**src/rtl/mem_ctrl.sv**
```systemverilog
// mem_ctrl: memory-side handshake unit sitting directly downstream of ctrl_unit.
// It takes a one-cycle execute pulse, runs one read or write on a req/ack bus,
// and reports completion back with a one-cycle data_ready pulse. Wait states
// from the slave are tolerated. A bus timeout turns a dead slave into an error
// completion, so the CPU cannot hang.
//
// Ports:
//   I_clk, I_reset_n      clock (rising edge), asynchronous active-low reset
//   I_execute             request strobe, one cycle, honoured only when idle
//   I_write/I_addr/I_data transaction descriptor, sampled with I_execute
//   O_mem_ready           idle and able to accept I_execute
//   O_data_ready          one-cycle completion pulse (reads and writes)
//   O_data                last read result (all ones after a read timeout)
//   O_error               one-cycle pulse with O_data_ready on timeout
//   O_bus_req/we/addr/wdata  bus request; we/addr/wdata qualified by O_bus_req
//   I_bus_ack/I_bus_rdata    slave completion and read data (same cycle)
//
// States:
//   state   | meaning
//   --------+-----------------------------------------------------------
//   ST_IDLE | ready; waiting for I_execute
//   ST_REQ  | O_bus_req asserted; waiting for ack or timeout
//   ST_DONE | one-cycle completion; O_data_ready (and maybe O_error) high

module mem_ctrl #(
  parameter int ADDR_WIDTH = 16,
  parameter int DATA_WIDTH = 16,
  parameter int TIMEOUT    = 255
) (
  input  logic                  I_clk,
  input  logic                  I_reset_n,
  input  logic                  I_execute,
  input  logic                  I_write,
  input  logic [ADDR_WIDTH-1:0] I_addr,
  input  logic [DATA_WIDTH-1:0] I_data,
  output logic                  O_mem_ready,
  output logic                  O_data_ready,
  output logic [DATA_WIDTH-1:0] O_data,
  output logic                  O_error,
  output logic                  O_bus_req,
  output logic                  O_bus_we,
  output logic [ADDR_WIDTH-1:0] O_bus_addr,
  output logic [DATA_WIDTH-1:0] O_bus_wdata,
  input  logic                  I_bus_ack,
  input  logic [DATA_WIDTH-1:0] I_bus_rdata
);

  typedef enum logic [1:0] {
    ST_IDLE = 2'd0,
    ST_REQ  = 2'd1,
    ST_DONE = 2'd2
  } state_t;

  // Terminal count of the wait counter. The counter is cleared when the
  // request is accepted, so reaching TIMEOUT-1 means the request has been on
  // the bus for exactly TIMEOUT cycles.
  localparam int              TO_LAST  = (TIMEOUT == 0) ? 0 : TIMEOUT - 1;
  localparam logic [7:0]      TO_TC    = 8'(TO_LAST);
  localparam bit              TO_EN    = (TIMEOUT != 0);

  state_t     state;
  logic [7:0] wait_cnt;

  always_ff @(posedge I_clk or negedge I_reset_n) begin
    if (!I_reset_n) begin
      state        <= ST_IDLE;
      wait_cnt     <= '0;
      O_mem_ready  <= 1'b1;
      O_data_ready <= 1'b0;
      O_error      <= 1'b0;
      O_data       <= '0;
      O_bus_req    <= 1'b0;
      O_bus_we     <= 1'b0;
      O_bus_addr   <= '0;
      O_bus_wdata  <= '0;
    end else begin
      case (state)
        ST_IDLE: begin
          if (I_execute) begin
            O_bus_we    <= I_write;
            O_bus_addr  <= I_addr;
            O_bus_wdata <= I_data;
            O_bus_req   <= 1'b1;
            O_mem_ready <= 1'b0;
            wait_cnt    <= '0;
            state       <= ST_REQ;
          end
        end

        ST_REQ: begin
          // Ack takes priority over the timeout on the same edge.
          if (I_bus_ack) begin
            O_bus_req    <= 1'b0;
            O_bus_we     <= 1'b0;
            O_data_ready <= 1'b1;
            // O_bus_we still holds the direction of this transaction here.
            if (!O_bus_we) begin
              O_data <= I_bus_rdata;
            end
            state <= ST_DONE;
          end else if (TO_EN && (wait_cnt == TO_TC)) begin
            O_bus_req    <= 1'b0;
            O_bus_we     <= 1'b0;
            O_data_ready <= 1'b1;
            O_error      <= 1'b1;
            if (!O_bus_we) begin
              O_data <= '1;
            end
            state <= ST_DONE;
          end else begin
            wait_cnt <= wait_cnt + 8'd1;
          end
        end

        ST_DONE: begin
          O_data_ready <= 1'b0;
          O_error      <= 1'b0;
          O_mem_ready  <= 1'b1;
          state        <= ST_IDLE;
        end

        default: begin
          O_bus_req    <= 1'b0;
          O_bus_we     <= 1'b0;
          O_data_ready <= 1'b0;
          O_error      <= 1'b0;
          O_mem_ready  <= 1'b1;
          state        <= ST_IDLE;
        end
      endcase
    end
  end

endmodule

```
**config.mk**
```make
export PLATFORM = sky130hd
export DESIGN_NAME = mem_ctrl
export DESIGN_NICKNAME = d
export VERILOG_FILES = /design/src/rtl/mem_ctrl.sv
export SDC_FILE = /design/constraint.sdc
export NUM_CORES = 1
export LEC_CHECK = 0
export CELL_PAD_IN_SITES_DETAIL_PLACEMENT = 1
export CELL_PAD_IN_SITES_GLOBAL_PLACEMENT = 1
export CORE_ASPECT_RATIO = 0.5
export CORE_UTILIZATION = 29
export CTS_BUF_LIST = sky130_fd_sc_hd__clkbuf_4
export DETAILED_ROUTE_END_ITERATION = 8
export PLACE_DENSITY = 0.89
export REMOVE_ABC_BUFFERS = 1
export SYNTH_ARGS = -nofsm -noshare
export SYNTH_HDL_FRONTEND = slang
export SYNTH_SLANG_ARGS = --single-unit
```
**constraint.sdc**
```tcl
create_clock -name I_clk -period 1.8 [get_ports I_clk]
set_input_delay 0.27 -clock I_clk [delete_from_list [all_inputs] [get_ports I_clk]]
set_output_delay 0.27 -clock I_clk [all_outputs]
set_load 0.02 [all_outputs]
```
==> run metrics <==
share of the clock period used by the worst path after layout=97.98%; maximum number of pins on one net before global-route repair=55; Gate power share=46.7%; number of antenna violations at the first check in global routing=0; Critical R2R Launch=wait_cnt[0]; routed vias/inst=4.685; pre-CTS setup slack=-45.70 ps; class of the tightest hold or removal check=in -> async; I/O Pins=106; WL met1=3181 µm; Worst Setup Path Type=reg -> reg; final clock skew=12.79 ps; final slew viol count=0; clk buf depth=2; Syn Area/Cell=10.18 µm²; P_int=3666 µW; Cells after Synth=252; standby leakage power=0.001784 µW; remaining routing DRC violations=0; sequential-to-total area share from yosys stat=61.51%; worst-case register-to-register setup slack=40 ps; Cells after DPL=464; Worst-path clk slew=100 ps; synthesis-to-layout area growth=52.98%; first drt pass iteration count=4; root buffer cell=sky130_fd_sc_hd__clkbuf_4; width of the chip=135 µm; met2 wirelength from detailed routing=4052 µm; Max Clk Rate=0.5670 GHz; share of post-route cells with drive strength above 1=9.704%; global-route wire length before repair=12340 µm; nets@finish=421; Worst Slack Setup Final=36.45 ps; Total Die Area=0.009248 mm²; sequential group share of total power=39.4%; total routed wirelength=7712 µm; count of input and output buffers=105; start point of the critical path=wait_cnt[0]; uppermost metal layer occupied by signal nets=met4; maximum resistive drop on vdd=0.0005305 V; switching share of power=38.52%; net switching power of the design=2296 µW; time the final worst path needs with I/O delays and setup=1764 ps; Max H-tree Level=3; data arrival time at the worst-slack endpoint=2050 ps; estimated wirelength of the detail-placed design=5396 µm; clk sinks=63; number of buffers added by the clock tree synthesis step=9; Final Instance Count excl. Fillers=483; reported max-cap violation count=0; endpoint type of the worst setup path=register; category of the worst setup path launch point=register; Slew HR=77.33%; DR vias=2263; reg2reg path depth=6; Synth Warn #=0; register bit count reported by yosys=63; Fillers=953; violation count after the first detailed-route iteration=108; status=finished clean; insertion delay to the later sink of the worst-skew pair=400 ps; height of the chip=68.50 µm; final hold violation count=0; highest fanout seen on the critical path=5; Rows=23; post-route cell area=0.003924 mm²; Critical R2R Capture=wait_cnt[1]; share of total power in the clock network=13.9%; gpl congestion=0.8131; Post-DP Area=0.003761 mm²; slew at the pin with the worst max-slew slack=340.0 ps; starting density of the core=30.95%; TritonCTS clock tree=yes; count of distinct cell types in the synthesized netlist=36; synthesized area=0.002565 mm²; total grt overflow=0; CP required=2080 ps; area of the placeable core=0.008288 mm²; count of inserted antenna diode cells=0; DRT antenna net count=0; vias in the first global route=2396; final count of negative-setup-slack endpoints=0; global routing usage summed across all routing layers=17.93%; met3 wire length=296 µm; average wire per standard cell=15.97 µm; PD cells=1519 mW/mm²
## cells in the mapped netlist, drive strengths merged
| cell type | n | area (µm²) |
|---|---|---|
| and2b | 1 | 7.510 |
| nand3b | 1 | 7.510 |
| clkbuf | 7 | 26.28 |
| a311o | 1 | 10.01 |
| nand2b | 2 | 20.02 |
| a21oi | 1 | 8.760 |
| a41oi | 2 | 17.52 |
| a21boi | 1 | 11.26 |
| nand2 | 100 | 377.9 |
| mux2 | 1 | 11.26 |
| nor2 | 6 | 22.52 |
| o211ai | 2 | 15.01 |
| inv | 6 | 22.52 |
| o31ai | 1 | 7.510 |
| o22ai | 1 | 6.260 |
| nor2b | 2 | 12.51 |
| dfstp | 1 | 26.28 |
| buf | 7 | 56.30 |
| o21ai | 5 | 25.02 |
| nor3b | 2 | 15.01 |
| a211o | 1 | 8.760 |
| a31oi | 4 | 25.02 |
| dfrtp | 62 | 1551 |
| nor3 | 4 | 31.28 |
| o22a | 16 | 140.1 |
| and3 | 2 | 12.51 |
| or3 | 2 | 12.51 |
| ha | 2 | 25.02 |
| and4 | 1 | 8.760 |
| a21o | 1 | 7.510 |
| nand3 | 7 | 35.03 |
## through the flow
| step | hold slack [ps] | TNS [ps] | util [%] | power, µW |
|---|---|---|---|---|
| 3_3_place_gp | 157.0 | 0 | 45.38 | 5035 |
| 3_5_place_dp | 162.3 | -494.1 | 45.38 | 5157 |
| 4_1_cts | 230.7 | 0 | 47.18 | 6054 |
| 6_report | 273.7 | 0 | 47.34 | 5962 |
| 2_1_floorplan | -25.59 | -76.05 | - | 3602 |
| 5_1_grt | 248.0 | -8.357 | 47.34 | 6321 |
## power groups by stage
stage               Clock [µW]  Combinational [µW]  Sequential (µW)
floorplan                    0                 663             2940
global placement             0                2710             2330
detailed placement           0                2780             2370
CTS                        883                2810             2360
global route               946                2960             2420
finish                     831                2780             2350
## layer usage
metal,vias to the layer above,track usage [%]
met1,1126,19.70
met2,51,33.38
met4,0,8.848
li1,1071,-
met3,15,4.678
met5,-,0
## area by class of cell
| type | count | area, µm² | area share [%] |
|---|---|---|---|
| Clock buffer | 14 | 105.1 | 2.679 |
| Clock inverter | 2 | 8.758 | 0.2232 |
| Inverter | 6 | 22.52 | 0.5740 |
| Multi-Input combinational cell | 169 | 895.9 | 22.83 |
| Sequential cell | 63 | 1578 | 40.21 |
| Tap cell | 112 | 140.1 | 3.571 |
| Timing Repair Buffer | 117 | 1174 | 29.91 |
## registers in the layout, indices dropped and copies added, names as in the netlist
name,flops
O_mem_ready,1
O_error,1
O_bus_wdata,16
state,2
O_data_ready,1
wait_cnt,8
O_bus_addr,16
O_data,16
O_bus_req,1
O_bus_we,1
## cells by family (layout without fill, tap and decap cells)
family,count (synthesis),after routing,synth area share [%]
buffers and inverters,20,139,4.098
flip-flops,63,63,61.51
AO/OA/AOI/OAI,36,36,11.02
multiplexers,1,1,0.4390
AND/OR/NAND/NOR,130,130,21.95
adder cells (fa/ha/maj),2,2,0.9755
## worst max-delay path, stage by stage, from the launching register on
cell	delay, ps
sky130_fd_sc_hd__dfrtp_1	390
sky130_fd_sc_hd__inv_1	90
sky130_fd_sc_hd__ha_1	200
sky130_fd_sc_hd__and3_4	190
sky130_fd_sc_hd__a211o_4	370
sky130_fd_sc_hd__nand2_2	90
sky130_fd_sc_hd__mux2_2	330
## worst max path at each step
stage                     cells after the start  slack [ps]     endpoint
after global routing                          6          -8  wait_cnt[1]
final                                         6          40  wait_cnt[1]
after floorplan                               4         -80  wait_cnt[1]
after detailed placement                      6         -50    O_data[4]
after CTS                                     6          10  wait_cnt[1]
after global placement                        5          50   O_data[12]
## cells in the final DEF (no fill, tap or decap), types with 2 or more instances in the layout
cell,netlist,final
sky130_fd_sc_hd__clkdlybuf4s50_1,0,102
sky130_fd_sc_hd__nand2_1,99,99
sky130_fd_sc_hd__dfrtp_1,62,62
sky130_fd_sc_hd__o22a_1,16,16
sky130_fd_sc_hd__clkbuf_4,0,14
sky130_fd_sc_hd__buf_4,1,8
sky130_fd_sc_hd__nand3_1,7,7
sky130_fd_sc_hd__inv_1,6,6
sky130_fd_sc_hd__nor2_1,6,6
sky130_fd_sc_hd__o21ai_0,5,5
sky130_fd_sc_hd__a31oi_1,4,4
sky130_fd_sc_hd__nor3_1,3,3
sky130_fd_sc_hd__buf_12,0,3
sky130_fd_sc_hd__nor2b_1,2,2
sky130_fd_sc_hd__or3_1,2,2
sky130_fd_sc_hd__nor3b_1,2,2
sky130_fd_sc_hd__a41oi_1,2,2
sky130_fd_sc_hd__o211ai_1,2,2
sky130_fd_sc_hd__ha_1,2,2
sky130_fd_sc_hd__dlygate4sd2_1,0,2
## timing repair
item / 4_1_cts / 5_1_grt
endpoints found under the hold margin: 9 / 0
gates resized for setup: 2 / 3
hold buffers: 1 / 0
gates cloned: 0 / 0
setup buffers: 2 / 0
pin swaps: 2 / 1
setup endpoints to repair: 19 / 6
Power figures use the tool's default switching activity.
